===== config.mk =====
export PLATFORM = sky130hd
export DESIGN_NAME = block_frame_ctrl_flat
export DESIGN_NICKNAME = d
export VERILOG_FILES = /design/src/rtl/block_frame_ctrl_if.sv /design/src/rtl/block_frame_ctrl.sv /design/src/flat_wrapper.sv
export SDC_FILE = /design/constraint.sdc
export NUM_CORES = 1
export LEC_CHECK = 0
export ABC_AREA = 1
export CAP_MARGIN = 20
export CORE_AREA = 10 10 87 89
export CTS_BUF_LIST = sky130_fd_sc_hd__clkbuf_4
export DETAILED_ROUTE_END_ITERATION = 10
export DIE_AREA = 0 0 97 99
export PLACE_DENSITY = 0.73
export SLEW_MARGIN = 20
export SYNTH_ARGS = -nofsm -noshare
export SYNTH_HDL_FRONTEND = slang
export SYNTH_SLANG_ARGS = --single-unit

===== constraint.sdc =====
create_clock -name clock -period 2.46 [get_ports clock]
set_input_delay 0.246 -clock clock [delete_from_list [all_inputs] [get_ports clock]]
set_output_delay 0.246 -clock clock [all_outputs]
set_load 0.005 [all_outputs]

===== src/rtl/block_frame_ctrl_if.sv =====
// Handshake and draw-path bundle between the frame sequencer and the playfield datapath.
// The sequencer drives the strobes (master); the playfield/VGA side consumes them (slave).
interface block_frame_ctrl_if #(
    parameter int unsigned NUM_BLK = 10
);
    localparam int unsigned SEL_W = (NUM_BLK > 1) ? $clog2(NUM_BLK) : 1;

    logic               go;
    logic               stop;
    logic [NUM_BLK-1:0] ld_blk;
    logic               move_en;
    logic [SEL_W-1:0]   blk_sel;
    logic [4:0]         pix_x_off;
    logic [4:0]         pix_y_off;
    logic               erase;
    logic               plot;
    logic               busy;
    logic               overrun;

    modport master (
        input  go, stop,
        output ld_blk, move_en, blk_sel, pix_x_off, pix_y_off,
               erase, plot, busy, overrun
    );

    modport slave (
        output go, stop,
        input  ld_blk, move_en, blk_sel, pix_x_off, pix_y_off,
               erase, plot, busy, overrun
    );
endinterface


===== src/rtl/block_frame_ctrl.sv =====
// Frame-level sequencer: per game step erases all slots, pulses move, optionally spawns,
// then redraws all slots, emitting one VGA plot strobe per pixel.
module block_frame_ctrl #(
    parameter int unsigned NUM_BLK         = 10,
    parameter int unsigned BLK_SIZE        = 20,
    parameter int unsigned FRAME_TICKS     = 833334,
    parameter int unsigned FRAMES_PER_STEP = 15,
    parameter int unsigned SPAWN_EVERY     = 4
) (
    input  logic                clock,
    input  logic                reset,
    block_frame_ctrl_if.master  bus
);
    localparam int unsigned SEL_W = (NUM_BLK > 1)         ? $clog2(NUM_BLK)         : 1;
    localparam int unsigned TMR_W = (FRAME_TICKS > 1)     ? $clog2(FRAME_TICKS)     : 1;
    localparam int unsigned FRM_W = (FRAMES_PER_STEP > 1) ? $clog2(FRAMES_PER_STEP) : 1;
    localparam int unsigned STP_W = (SPAWN_EVERY > 1)     ? $clog2(SPAWN_EVERY)     : 1;
    localparam int unsigned PIX_W = 5;

    typedef enum logic [2:0] {
        S_IDLE,
        S_WAIT_FRAME,
        S_ERASE,
        S_MOVE,
        S_SPAWN,
        S_DRAW
    } state_t;

    state_t             state_q, state_d;
    logic [TMR_W-1:0]   tmr_q, tmr_d;
    logic [FRM_W-1:0]   frm_q, frm_d;
    logic [STP_W-1:0]   stp_q, stp_d;
    logic [SEL_W-1:0]   blk_q, blk_d;
    logic [SEL_W-1:0]   ptr_q, ptr_d;
    logic [PIX_W-1:0]   x_q, x_d;
    logic [PIX_W-1:0]   y_q, y_d;
    logic               ovr_q, ovr_d;

    logic tick;
    logic in_pass;
    logic x_last, y_last, b_last, last_pix;
    logic spawn_fire;

    assign tick       = (state_q != S_IDLE) && (tmr_q == TMR_W'(FRAME_TICKS - 1));
    assign in_pass    = (state_q == S_ERASE) || (state_q == S_DRAW);
    assign x_last     = (x_q == PIX_W'(BLK_SIZE - 1));
    assign y_last     = (y_q == PIX_W'(BLK_SIZE - 1));
    assign b_last     = (blk_q == SEL_W'(NUM_BLK - 1));
    assign last_pix   = x_last && y_last && b_last;
    assign spawn_fire = (state_q == S_SPAWN) && (stp_q == '0);

    always_ff @(posedge clock or posedge reset) begin
        if (reset) begin
            state_q <= S_IDLE;
            tmr_q   <= '0;
            frm_q   <= '0;
            stp_q   <= '0;
            blk_q   <= '0;
            ptr_q   <= '0;
            x_q     <= '0;
            y_q     <= '0;
            ovr_q   <= 1'b0;
        end else begin
            state_q <= state_d;
            tmr_q   <= tmr_d;
            frm_q   <= frm_d;
            stp_q   <= stp_d;
            blk_q   <= blk_d;
            ptr_q   <= ptr_d;
            x_q     <= x_d;
            y_q     <= y_d;
            ovr_q   <= ovr_d;
        end
    end

    always_comb begin
        state_d = state_q;
        if (bus.stop) begin
            state_d = S_IDLE;
        end else begin
            unique case (state_q)
                S_IDLE:       if (bus.go) state_d = S_WAIT_FRAME;
                S_WAIT_FRAME: if (tick && (frm_q == FRM_W'(FRAMES_PER_STEP - 1))) state_d = S_ERASE;
                S_ERASE:      if (last_pix) state_d = S_MOVE;
                S_MOVE:       state_d = S_SPAWN;
                S_SPAWN:      state_d = S_DRAW;
                S_DRAW:       if (last_pix) state_d = S_WAIT_FRAME;
                default:      state_d = S_IDLE;
            endcase
        end
    end

    // Counters are zeroed both while idle and on the cycle that enters idle, so a stop
    // never leaves a stale timer value able to raise a tick outside WAIT_FRAME.
    always_comb begin
        tmr_d = tmr_q;
        frm_d = frm_q;
        stp_d = stp_q;
        blk_d = blk_q;
        x_d   = x_q;
        y_d   = y_q;
        ptr_d = ptr_q;
        ovr_d = ovr_q;

        if ((state_q == S_IDLE) || (state_d == S_IDLE)) begin
            tmr_d = '0;
            frm_d = '0;
            stp_d = '0;
            blk_d = '0;
            x_d   = '0;
            y_d   = '0;
        end else begin
            tmr_d = tick ? '0 : tmr_q + 1'b1;

            if ((state_q == S_WAIT_FRAME) && tick) begin
                frm_d = (frm_q == FRM_W'(FRAMES_PER_STEP - 1)) ? '0 : frm_q + 1'b1;
            end

            if (in_pass) begin
                if (x_last) begin
                    x_d = '0;
                    if (y_last) begin
                        y_d = '0;
                        blk_d = b_last ? '0 : blk_q + 1'b1;
                    end else begin
                        y_d = y_q + 1'b1;
                    end
                end else begin
                    x_d = x_q + 1'b1;
                end
            end

            if (state_q == S_SPAWN) begin
                stp_d = (stp_q == STP_W'(SPAWN_EVERY - 1)) ? '0 : stp_q + 1'b1;
            end
        end

        if (spawn_fire) begin
            ptr_d = (ptr_q == SEL_W'(NUM_BLK - 1)) ? '0 : ptr_q + 1'b1;
        end

        if (tick && (state_q != S_WAIT_FRAME)) begin
            ovr_d = 1'b1;
        end
    end

    always_comb begin
        bus.plot      = in_pass;
        bus.erase     = (state_q == S_ERASE);
        bus.move_en   = (state_q == S_MOVE);
        bus.busy      = (state_q == S_ERASE) || (state_q == S_MOVE) ||
                        (state_q == S_SPAWN) || (state_q == S_DRAW);
        bus.ld_blk    = spawn_fire ? (NUM_BLK'(1) << ptr_q) : '0;
        bus.blk_sel   = in_pass ? blk_q : '0;
        bus.pix_x_off = in_pass ? x_q : '0;
        bus.pix_y_off = in_pass ? y_q : '0;
        bus.overrun   = ovr_q;
    end
endmodule


===== src/flat_wrapper.sv =====
// flat-port wrapper written by rule: the top's interface ports become plain ports
module block_frame_ctrl_flat 
#(
    parameter int unsigned NUM_BLK         = 10,
    parameter int unsigned BLK_SIZE        = 20,
    parameter int unsigned FRAME_TICKS     = 833334,
    parameter int unsigned FRAMES_PER_STEP = 15,
    parameter int unsigned SPAWN_EVERY     = 4
)
  (clock, reset, bus_go, bus_stop, bus_ld_blk, bus_move_en, bus_blk_sel, bus_pix_x_off, bus_pix_y_off, bus_erase, bus_plot, bus_busy, bus_overrun);
  block_frame_ctrl_if #(.NUM_BLK(NUM_BLK)) bus_i ();
  input  logic clock;
  input  logic reset;
  input wire logic [$bits(bus_i.go)-1:0] bus_go;
  input wire logic [$bits(bus_i.stop)-1:0] bus_stop;
  output wire logic [$bits(bus_i.ld_blk)-1:0] bus_ld_blk;
  output wire logic [$bits(bus_i.move_en)-1:0] bus_move_en;
  output wire logic [$bits(bus_i.blk_sel)-1:0] bus_blk_sel;
  output wire logic [$bits(bus_i.pix_x_off)-1:0] bus_pix_x_off;
  output wire logic [$bits(bus_i.pix_y_off)-1:0] bus_pix_y_off;
  output wire logic [$bits(bus_i.erase)-1:0] bus_erase;
  output wire logic [$bits(bus_i.plot)-1:0] bus_plot;
  output wire logic [$bits(bus_i.busy)-1:0] bus_busy;
  output wire logic [$bits(bus_i.overrun)-1:0] bus_overrun;
  assign bus_i.go = bus_go;
  assign bus_i.stop = bus_stop;
  assign bus_ld_blk = bus_i.ld_blk;
  assign bus_move_en = bus_i.move_en;
  assign bus_blk_sel = bus_i.blk_sel;
  assign bus_pix_x_off = bus_i.pix_x_off;
  assign bus_pix_y_off = bus_i.pix_y_off;
  assign bus_erase = bus_i.erase;
  assign bus_plot = bus_i.plot;
  assign bus_busy = bus_i.busy;
  assign bus_overrun = bus_i.overrun;
  block_frame_ctrl #(.NUM_BLK(NUM_BLK), .BLK_SIZE(BLK_SIZE), .FRAME_TICKS(FRAME_TICKS), .FRAMES_PER_STEP(FRAMES_PER_STEP), .SPAWN_EVERY(SPAWN_EVERY)) u_core (.clock(clock), .reset(reset), .bus(bus_i));
endmodule

## Yosys cells after proc, flatten, opt, wreduce, memory -nomap -nowiden

Cells that the tools add are included.

| operators by class | value |
|---|---|
| $add $sub $neg | 7 |
| shift-type cells | 1 |
| equal/unequal tests | 13 |
| reduce and logical (&&, ||, !) cells | 23 |
| muxes and demuxes | 31 |

Operators by type and width:

| kind | count |
|---|---|
| $mux 5 | 9 |
| $mux 20 | 2 |
| $mux 4 | 10 |
| $add 20x1->20 const B | 1 |
| $eq 20x20->1 const B | 1 |
| $pmux 3 s6 | 1 |
| $mux 3 | 5 |
| $add 4x1->4 const B | 3 |
| $eq 4x4->1 const B | 3 |
| $add 5x1->5 const B | 2 |
| $eq 5x5->1 const B | 2 |
| $mux 10 | 1 |
| $reduce_bool 2->1 | 5 |
| $shl 1x4->10 const A | 1 |
| $logic_and 1x1->1 | 7 |
| $eq 3x2->1 const B | 2 |
| $eq 3x3->1 const B | 2 |
| $logic_not 3->1 | 2 |
| $mux 2 | 3 |
| $logic_or 1x1->1 | 5 |
| $eq 3x1->1 const B | 1 |
| $ne 3x1->1 const B | 1 |
| $reduce_and 3->1 | 1 |
| $reduce_bool 3->1 | 1 |
| other kinds (4) | 4 |

| storage, ports and cells | value |
|---|---|
| register bits after elaboration | 48 |
| input bits | 4 |

## Longest topological paths before layout

Gate-level depths: netlist (run 1).

| logic depth | value |
|---|---|
| depth after elaboration | 10 |
| depth in mapped cells | 15 |
| gate-level depth less buffers | 14 |

## Worst setup path after synthesis (run 1)

Ideal clock, no wire load.

| path | value |
|---|---|
| kind | register to register |
| start | reg u_core.blk_q[1] |
| end | reg u_core.tmr_q[10] |
| stages on the path, launching flop included | 15 |
| setup slack | 0.678 ns |
| library setup time | 0.127 ns |
| clock period less this slack | 1.782 ns |
| data arrival time | 1.655 ns |
| path buffers | 1 |
| cells stage by stage | dfrtp_1 inv_1 ha_1 nand2_1 nor2_1 inv_1 nor2_1 nand2_1 nand2_1 nand3b_1 nand2_1 nand3_4 nand2_4 buf_6 nor3_2 |

| on the way | value |
|---|---|
| cells in the longest elaborated chain, start to end | 8 |

Ends and longest elaborated chain:

| item | line | source |
|---|---|---|
| start: declaration | block_frame_ctrl.sv:33 | `logic [SEL_W-1:0] blk_q, blk_d;` |
| start signal: assignment | block_frame_ctrl.sv:68 | `blk_q <= blk_d;` |
| $eq 4x4->1 * | block_frame_ctrl.sv:48 | `assign b_last = (blk_q == SEL_W'(NUM_BLK - 1));` |
| $logic_and 1x1->1 * | block_frame_ctrl.sv:49 | `assign last_pix = x_last && y_last && b_last;` |
| $mux 3, on equally long branches | block_frame_ctrl.sv:87, block_frame_ctrl.sv:84 |  |
| $pmux 3 s6 * | block_frame_ctrl.sv:81 | `unique case (state_q)` |
| $mux 3 * | block_frame_ctrl.sv:78 | `if (bus.stop) begin` |
| $logic_not 3->1 * | block_frame_ctrl.sv:105 | `if ((state_q == S_IDLE) \|\| (state_d == S_IDLE)) begin` |
| $logic_or 1x1->1 * | block_frame_ctrl.sv:105 |  |
| $mux 20 * | block_frame_ctrl.sv:105 |  |
| via u_core.tmr_d[10] | block_frame_ctrl.sv:30 | `logic [TMR_W-1:0] tmr_q, tmr_d;` |
| end signal: assignment | block_frame_ctrl.sv:65 | `tmr_q <= tmr_d;` |
| end: declaration | block_frame_ctrl.sv:30 |  |

The timed path passes the listed nets; every way through them passes the cells marked *.
A chain may end at the register's enable or synchronous reset.

## Final worst setup path (run 1)

| path | value |
|---|---|
| start | reg u_core.state_q[1] |
| end | out bus_ld_blk[8] |

| on the way | value |
|---|---|
| cells in the longest elaborated chain, start to end | 3 |

Ends and longest elaborated chain:

| item | line | source |
|---|---|---|
| start: declaration | block_frame_ctrl.sv:29 | `state_t state_q, state_d;` |
| start signal: assignment | block_frame_ctrl.sv:64 | `state_q <= state_d;` |
| $eq 3x3->1 | block_frame_ctrl.sv:50 | `assign spawn_fire = (state_q == S_SPAWN) && (stp_q == '0);` |
| $logic_and 1x1->1 | block_frame_ctrl.sv:50 |  |
| $mux 10 | block_frame_ctrl.sv:153 | `bus.ld_blk = spawn_fire ? (NUM_BLK'(1) << ptr_q) : '0;` |
| end: declaration | flat_wrapper.sv:16 | `output wire logic [$bits(bus_i.ld_blk)-1:0] bus_ld_blk;` |

No other way between the ends.

==> results.yml, run 1 <==
logic_synthesis:
  ys_seq_area_frac: 0.406
  netlist_instances: 386
  synth_area_per_cell_sq_um: 7.66
  yosys.area.top_type_share: 0.406
  syn_nets: 402
  synth.distinct_cells: 30
  synth_area_leaders: "dfrtp_1, nor2_1, inv_1"
  yosysWarningCount: 0
  yosysTopAreaCell: "dfrtp_1"
  syn-cell-area_sq_mm: 0.00296
  ys_ff_latch: 48
detailed_routing:
  dr_total_vias: 2530
  viasPerCell: 5.05
  drt_iter0_drc: 127
  ant_nets: 0
  drc: 0
  finalWirelength_microns: 6400
  drt-pass1-iter-count: 4
  avgRoutedWirePerCell_microns: 12.8
floorplan:
  dieWidth_microns: 97
  rows: 28
  core-area_sq_mm: 0.00585
  ios: 33
  fp.dieH_microns: 99
  dieArea_sq_mm: 0.00960
  initial_utilization: 0.505
status:
  outcome: "completed"
sta:
  finalSetupViolations: 0
  layout_min_cycle_time_ns: 2.33
  worst_clock_skew_ns: 0.00875
  timing.final.max_slew_violations: 0
  finalCritPeriodShare: 0.947
  hold_viol_final: 0
  worst_slack_ns: 0.131
  tightest_slew_ns: 0.533
  maxSlewHeadroom: 0.644
  timing.fmax_mhz: 429
clock_network:
  hold_buffers: 0
  clkLatencyLatePin_ns: 0.37
  path_clk_slew_ns: 0.14
  htreeDepth: 2
  clkSinkCount: 48
  cts_tree: "done"
  clockRootBuffer: "clkbuf_4"
  cts_buffer_depth: 2
  cts_buffers: 5
setup_path:
  path_class: "reg2out"
  cp-end-kind: "output port"
  worst_ep_arrival_time_ns: 2.08
  crit_family: "buffers and inverters"
  critPathMaxFanout: 7
  crit_top_cell: "nor2_4"
  path_buf_inv: 3
  cp_slowest_stage_delay_ns: 0.53
  worst_path_max_delay_cell: "clkdlybuf4s50_1"
  r2r-start: "u_core.blk_q[1]"
  cp_cell_sequence: "nor2_4, inv_2, nor2_4, nand2_1, buf_4, nor3_1, clkdlybuf4s50_1"
  worst_setup_path_start_kind: "flip-flop"
  startpoint: "u_core.state_q[1]"
  required_ns: 2.21
global_routing:
  grt_pass1_vias: 2465
  grt_max_degree: 35
  overflow: 0
  track_usage: 0.132
  grt_pass1_wl_microns: 11000
  antenna_found_initial: 0
finish:
  nNetsFinal: 441
  layout_commonest_cell: "nor2_1"
  final_area_sq_mm: 0.00350
  n_fill_cell: 522
  area_delta_synth_final_pct: 18.4
  drive_above_1_share: 0.110
  fin_cells: 501
  fin_util: 0.598
  layout_common_cells: "nor2_1, nand2_1, inv_1, dfrtp_1, clkdlybuf4s50_1"
  diodes: 0
power:
  p_leak_nw: 1.59
  power_density_mw_per_mm2: 381
  peakVddDrop_v: 0.000303
place:
  dp_hpwl_microns: 4610
  post-place-ws_ns: 0.261
  dp.cells: 491
  place_congestion: 0.879
  port_buffers: 32
  place_area_sq_mm: 0.00337
worst_hold_path:
  hold_class: "in2async"
flow_run:
  drv_cap: 0
## power breakdown
part           total, mW  internal, mW  switching (mW)
logic             0.0569        0.0147          0.0422
registers          0.796         0.791         0.00508
clock network      0.482         0.224           0.258
total               1.34          1.03           0.305
## cell usage after synthesis
cell,instances
buf_6,2
buf_4,1
xnor2_1,5
inv_1,64
buf_1,1
a31oi_1,2
o211ai_1,1
a21oi_1,6
inv_2,4
nand3b_1,2
nand4_1,8
a211oi_1,1
nand3_1,23
nor4_1,2
o21bai_1,2
nand2_4,1
nor3b_1,1
nor3_2,13
nor2_1,69
o21ai_0,13
nor2_2,3
nand2_1,63
nor3_1,15
xor2_1,13
a21oi_2,5
o22ai_1,3
ha_1,12
nand3_4,1
dfrtp_1,48
buf_2,2
## path summary, 6_finish.rpt
path | endpoint | cells after the start | slack (ns)
setup reg to reg | u_core.tmr_q[1] | 14 | 0.20
setup / recovery | bus_ld_blk[8] | 7 | 0.13
hold / removal | u_core.blk_q[3] | 2 | 0.22
min in group clock | u_core.tmr_q[0] | 1 | 0.52
hold reg to reg | u_core.tmr_q[0] | 1 | 0.52
max in group asynchronous | u_core.tmr_q[3] | 3 | 1.73
## cells by family (layout without fill, tap and decap cells)
group | count (synthesis) | after routing | share of synthesized area
simple gates | 201 | 201 | 0.321
buf+inv | 74 | 114 | 0.101
flops | 48 | 48 | 0.406
compound gates | 33 | 33 | 0.0677
xor+xnor | 18 | 18 | 0.0533
fa+ha+maj | 12 | 12 | 0.0508
## registers in the layout (all words and copies together) (netlist names)
name,flops
u_core.tmr_q,20
u_core.x_q,5
u_core.y_q,5
u_core.blk_q,4
u_core.frm_q,4
u_core.ptr_q,4
u_core.state_q,3
u_core.stp_q,2
u_core.bus.overrun,1
## routing by layer
layer  vias to the layer above  wire length [microns]  global-route usage
li1                       1298                      -                   -
met1                      1171                   3020               0.158
met2                        55                   2950               0.220
met3                         6                    355              0.0426
met4                         0                     73              0.0409
met5                         -                      0                   0
## cell type report
cell class / instances / area (sq um) / share of cell area
multi-input combinational: 264 / 1480 / 0.422
sequential: 48 / 1200 / 0.343
timing repair buffer: 38 / 390 / 0.112
inverter: 68 / 255 / 0.0729
tap: 75 / 93.8 / 0.0268
clock buffer: 6 / 45.0 / 0.0129
clock inverter: 2 / 35.0 / 0.0100
## what timing repair did
action,4_1_cts,5_1_grt
setup endpoints to repair,8,12
gates resized for setup,3,10
setup buffers,1,1
hold endpoints to repair,0,0
cloned,0,0
## through the flow
step / TNS (ns) / hold slack, ns / power (mW)
3_3_place_gp: 0 / 0.499 / 0.867
2_1_floorplan: 0 / 0.468 / 0.850
3_5_place_dp: 0 / 0.507 / 0.868
4_1_cts: 0 / 0.237 / 1.35
6_report: 0 / 0.222 / 1.34
5_1_grt: -0.00118 / 0.276 / 1.39
## worst register-to-register path, stage by stage, from the launching register on
cell and delay, ns:
dfrtp_1 0.44, inv_1 0.10, ha_1 0.15, nand2_1 0.07, nor2_1 0.16, inv_1 0.07
nor2_1 0.15, nand3_1 0.10, nand2_1 0.09, inv_1 0.04, nand2_1 0.05, nand2_1 0.09
nand3_4 0.12, nand2_4 0.27, nor3_1 0.28
No activity file was read; power rests on OpenSTA's default activity.
==> run 2: changes to the inputs <==
--- a/config.mk
+++ b/config.mk
@@ -12,6 +12,7 @@
 export DETAILED_ROUTE_END_ITERATION = 10
 export DIE_AREA = 0 0 97 99
 export PLACE_DENSITY = 0.73
+export SETUP_SLACK_MARGIN = 0.15
 export SLEW_MARGIN = 20
 export SYNTH_ARGS = -nofsm -noshare
 export SYNTH_HDL_FRONTEND = slang
==> constraint.sdc (replaced) <==
create_clock -name clock -period 2.5 [get_ports clock]
set_input_delay 0.25 -clock clock [delete_from_list [all_inputs] [get_ports clock]]
set_output_delay 0.25 -clock clock [all_outputs]
set_load 0.005 [all_outputs]
==> run 2 against run 1 <==
Compared with the run above: routed wire length down 0.95%; global-route usage down 0.064 points; hold slack better by 0.016 ns; non-clock buffer count up 5; die area unchanged; core utilization up 1.4 points; final cell count up 0.80%; design area up 2.3%; register-to-register slack better by 0.21 ns; critical path depth down 1; via count up 0.91%; sequential cell count unchanged; largest cell class unchanged.
==> results.yml, run 2 (synthesis results as in run 1) <==
status:
  outcome: "completed"
floorplan:
  core-area_sq_mm: 0.00585
  rows: 28
  dieWidth_microns: 97
  initial_utilization: 0.505
  fp.dieH_microns: 99
  ios: 33
  dieArea_sq_mm: 0.00960
setup_path:
  required_ns: 2.25
  worst_ep_arrival_time_ns: 2.02
  cp_slowest_stage_delay_ns: 0.52
  cp-end-kind: "output port"
  rr_worst_depth: 14
  path_class: "reg2out"
  critPathMaxFanout: 20
  timing.rr.end: "u_core.tmr_q[1]"
  cp_cell_sequence: "nor2_4, buf_4, a21oi_1, buf_6, nor2_2, clkdlybuf4s50_1"
  worst_path_max_delay_cell: "clkdlybuf4s50_1"
  r2r-start: "u_core.blk_q[1]"
  worst_setup_path_start_kind: "flip-flop"
  reg2reg_slack_ns: 0.41
finish:
  diodes: 0
  final_area_sq_mm: 0.00358
  layout_common_cells: "nor2_1, nand2_1, inv_1, dfrtp_1, nand3_1"
  regMostFlops: "u_core.tmr_q"
  drive_above_1_share: 0.123
  layout_commonest_cell: "nor2_1"
  n_fill_cell: 527
  fin_util: 0.612
  largest_reg_flops: 20
  reg.largest.list: "u_core.tmr_q x20, u_core.x_q x5, u_core.y_q x5"
  area_delta_synth_final_pct: 21.1
  nNetsFinal: 446
clock_network:
  cts_tree: "done"
  clockRootBuffer: "clkbuf_4"
  cts_buffers: 5
  cts_buffer_depth: 2
  htreeDepth: 2
  clkSinkCount: 48
  hold_buffers: 0
  path_clk_slew_ns: 0.14
  clkLatencyLatePin_ns: 0.36
sta:
  finalSetupTns_ns: 0
  finalSetupViolations: 0
  worst_clock_skew_ns: 0.0170
  timing.fmax_mhz: 441
  rsz0062_at_grt: "yes"
  maxSlewHeadroom: 0.637
  tightest_slew_ns: 0.544
  finalCritPeriodShare: 0.908
  timing.final.max_slew_violations: 0
  worst_slack_ns: 0.231
  hold_viol_final: 0
  layout_min_cycle_time_ns: 2.27
global_routing:
  track_usage: 0.131
  antenna_found_initial: 0
  overflow: 0
  grt_pass1_vias: 2510
  grt_pass1_wl_microns: 11100
  grt_max_degree: 35
place:
  place_area_sq_mm: 0.00337
  post-place-ws_ns: 0.322
  port_buffers: 32
  dp_hpwl_microns: 4490
  place_congestion: 0.888
detailed_routing:
  ant_nets: 0
  finalWirelength_microns: 6340
  avgRoutedWirePerCell_microns: 12.6
  dr_total_vias: 2553
  drt-pass1-iter-count: 4
  viasPerCell: 5.06
  drt_iter0_drc: 181
  drc: 0
power:
  p_total_mw: 1.39
  power_density_mw_per_mm2: 390
  p_leak_nw: 1.71
  peakVddDrop_v: 0.000269
flow_run:
  drv_cap: 0
worst_hold_path:
  hold_class: "in2async"
## run 2: cell types whose count changed in the layout (fill, tap and decap cells not counted), moves of 4 or more
cell | before | now
dlygate4sd2_1 | 0 | 4
clkdlybuf4s50_1 | 27 | 19
buf_4 | 5 | 9
dlymetal6s2s_1 | 5 | 9
## run 2: where the power goes
part | switching, mW | internal, mW | total (mW)
logic | 0.0437 | 0.0151 | 0.0588
clock network | 0.246 | 0.306 | 0.552
registers | 0.00522 | 0.778 | 0.784
total | 0.295 | 1.10 | 1.39
## run 2: metrics by stage
step	hold slack, ns	std cells
floorplan	0.468	386
global placement	0.499	491
detailed placement	0.505	491
CTS	0.247	500
global route	0.259	505
finish	0.238	505
## run 2: routing by layer
layer  track usage  vias to the layer above  share of wire
li1              -                     1307              -
met4        0.0352                        0         0.0065
met2         0.220                       58           0.46
met3        0.0461                        4          0.066
met5             0                        -              0
met1         0.156                     1184           0.46
## run 2: worst max-delay path by stage
stage / from / to / slack (ns) / cells after the start
after CTS: u_core.state_q[1] / bus_ld_blk[6] / 0.16 / 8
after detailed placement: u_core.state_q[1] / bus_ld_blk[4] / 0.32 / 8
after floorplan: u_core.blk_q[1] / u_core.tmr_q[10] / 0.72 / 14
after global placement: u_core.state_q[1] / bus_ld_blk[4] / 0.33 / 8
after global routing: u_core.state_q[2] / bus_pix_x_off[0] / 0.11 / 7
final: u_core.state_q[1] / bus_pix_x_off[0] / 0.23 / 6
## run 2: critical path, delay by kind of cell, from the launching register on
kind	cells	cell delay (ns)
buffers and inverters	3	0.84
DFF	1	0.47
and+or+nand+nor	2	0.26
AOI/OAI and AO/OA	1	0.07
## run 2: area by class of cell
class,count,area [sq um],share of cell area
clock buffers,5,37.5,0.0105
clock inverters,2,60.1,0.0168
inverters,68,255,0.0713
multi-input cells,264,1500,0.418
flip-flops and latches,48,1200,0.336
well taps,75,93.8,0.0262
repair buffers,43,437,0.122
## run 2: timing repair
item	in CTS	in global routing
pin swaps	1	3
setup buffers	2	5
endpoints found under the setup margin	14	47
endpoints found under the hold margin	0	0
resized for setup	11	14
==> run 3: changes to the inputs <==
==> constraint.sdc (replaced) <==
create_clock -name clock -period 2.7 [get_ports clock]
set_input_delay 0.27 -clock clock [delete_from_list [all_inputs] [get_ports clock]]
set_output_delay 0.27 -clock clock [all_outputs]
set_load 0.005 [all_outputs]
==> run 3 against run 2 <==
Compared with the run above: sequential share of layout area is 1.2 points higher; combinational power decreased by 14%; largest cell class unchanged; non-clock buffer count decreased by 5; die area is the same; first-iteration DRC count shrank 45%; largest power group unchanged; worst setup slack gained 0.057 ns; hold slack improved by 0.032 ns.
==> results.yml, run 3 (synthesis results as in run 1) <==
status:
  outcome: "completed"
place:
  port_buffers: 32
  place_congestion: 0.888
  dp_hpwl_microns: 4580
  post-place-ws_ns: 0.418
setup_path:
  worst_setup_path_start_kind: "flip-flop"
  worst_ep_arrival_time_ns: 2.14
  path_class: "reg2out"
  required_ns: 2.43
  critPathMaxFanout: 8
  cp-end-kind: "output port"
power:
  power_density_mw_per_mm2: 325
  peakVddDrop_v: 0.000189
  intPower_mw: 0.843
  pwr-share-clk: 0.310
  switching_share: 0.249
  combPwrFrac: 0.045
  p_leak_nw: 1.50
  netSwitchingPower_mw: 0.280
  p_total_mw: 1.12
  p_seq_frac: 0.646
sta:
  worst_slack_ns: 0.287
  tightest_slew_ns: 0.593
  finalCritPeriodShare: 0.894
  timing.fmax_mhz: 414
  hold_viol_final: 0
  worst_hold_slack_ns: 0.270
  finalSetupTns_ns: 0
  timing.final.max_slew_violations: 0
  worst_clock_skew_ns: 0.00995
  layout_min_cycle_time_ns: 2.41
  rsz0062_at_grt: "no"
  finalSetupViolations: 0
  maxSlewHeadroom: 0.604
global_routing:
  grt_pass1_vias: 2369
  grt_max_degree: 35
  antenna_found_initial: 0
  track_usage: 0.126
  grt_pass1_wl_microns: 10600
  overflow: 0
finish:
  reg.largest.list: "u_core.tmr_q x20, u_core.x_q x5, u_core.y_q x5"
  diodes: 0
  drive_above_1_share: 0.103
  n_fill_cell: 543
  layout_common_cells: "nor2_1, inv_1, nand2_1, dfrtp_1, clkdlybuf4s50_1"
  nNetsFinal: 441
  largest_reg_flops: 20
  area_delta_synth_final_pct: 16.9
  layout_commonest_cell: "nor2_1"
  regMostFlops: "u_core.tmr_q"
clock_network:
  cts_buffers: 5
  cts_tree: "done"
  hold_buffers: 0
  path_clk_slew_ns: 0.15
  cts_buffer_depth: 2
  htreeDepth: 2
  clkLatencyLatePin_ns: 0.37
  clockRootBuffer: "clkbuf_4"
  clkSinkCount: 48
detailed_routing:
  viasPerCell: 4.98
  ant_nets: 0
  avgRoutedWirePerCell_microns: 12.4
  drt_iter0_drc: 99
  finalWirelength_microns: 6200
  dr_total_vias: 2494
  drc: 0
  drt-pass1-iter-count: 4
floorplan:
  dieArea_sq_mm: 0.00960
  ios: 33
  rows: 28
  fp.dieH_microns: 99
  initial_utilization: 0.505
  dieWidth_microns: 97
  core-area_sq_mm: 0.00585
flow_run:
  drv_cap: 0
worst_hold_path:
  hold_class: "in2async"
==> run 3: cell count changes in the layout (fill, tap and decap cells not counted), moves of 2 or more <==
cell / previous run / this run
buf_4: 9 / 5
bufinv_16: 2 / 0
clkdlybuf4s50_1: 19 / 31
dlygate4sd2_1: 4 / 0
dlymetal6s2s_1: 9 / 1
nand2_4: 0 / 2
nor2_1: 66 / 68
==> run 3: timing repair <==
action                     CTS  global route
setup endpoints to repair    6             9
setup buffers                0             3
gates cloned                 0             0
resized for setup            3             5
==> run 3: final timing paths <==
path	startpoint	end	slack [ns]	cells after the start
setup / recovery	u_core.state_q[1]	bus_ld_blk[2]	0.29	8
hold / removal	reset	u_core.x_q[2]	0.27	2
setup reg to reg	u_core.blk_q[1]	u_core.tmr_q[18]	0.48	13
hold reg to reg	u_core.bus.overrun	u_core.bus.overrun	0.53	1
max in group asynchronous	reset	u_core.tmr_q[7]	1.84	3
min in group clock	u_core.bus.overrun	u_core.bus.overrun	0.53	1
==> run 3: stage by stage <==
step / std cells / instance area (sq um) / util
after global placement: 490 / 3350 / 0.572
final: 501 / 3460 / 0.591
after global routing: 501 / 3460 / 0.591
after floorplan: 386 / 2960 / -
after CTS: 498 / 3420 / 0.584
after detailed placement: 490 / 3350 / 0.572
==> run 3: final cells by class <==
type	instances	area [sq um]	area share
inverter	68	255	0.0739
clock buffer	6	45.0	0.0130
timing repair buffer	38	372	0.108
sequential	48	1200	0.348
tap	75	93.8	0.0272
multi-input combinational	264	1480	0.427
clock inverter	2	11.3	0.00326
==> run 3: power by group through the flow <==
stage          clock [mW]  combinational (mW)  sequential (mW)
3_5_place_dp            0              0.0521            0.738
6_report            0.348              0.0503            0.725
4_1_cts             0.354              0.0519            0.725
5_1_grt             0.381              0.0573            0.726
3_3_place_gp            0              0.0517            0.738
2_1_floorplan           0              0.0376            0.737
==> run 3: critical path, cell delays in order (launching register included) <==
cell and delay [ns]:
dfrtp_2 0.47, nor2_4 0.15, inv_2 0.07, nor2_4 0.13, nand2_4 0.10, nor2_1 0.13, inv_1 0.08, nor3_1 0.13
clkdlybuf4s50_1 0.53
==> run 3: metal layers <==
layer / routed length, microns / global-route usage
met4: 63 / 0.0465
met3: 396 / 0.0426
met1: 2960 / 0.154
met5: 0 / 0
met2: 2780 / 0.201
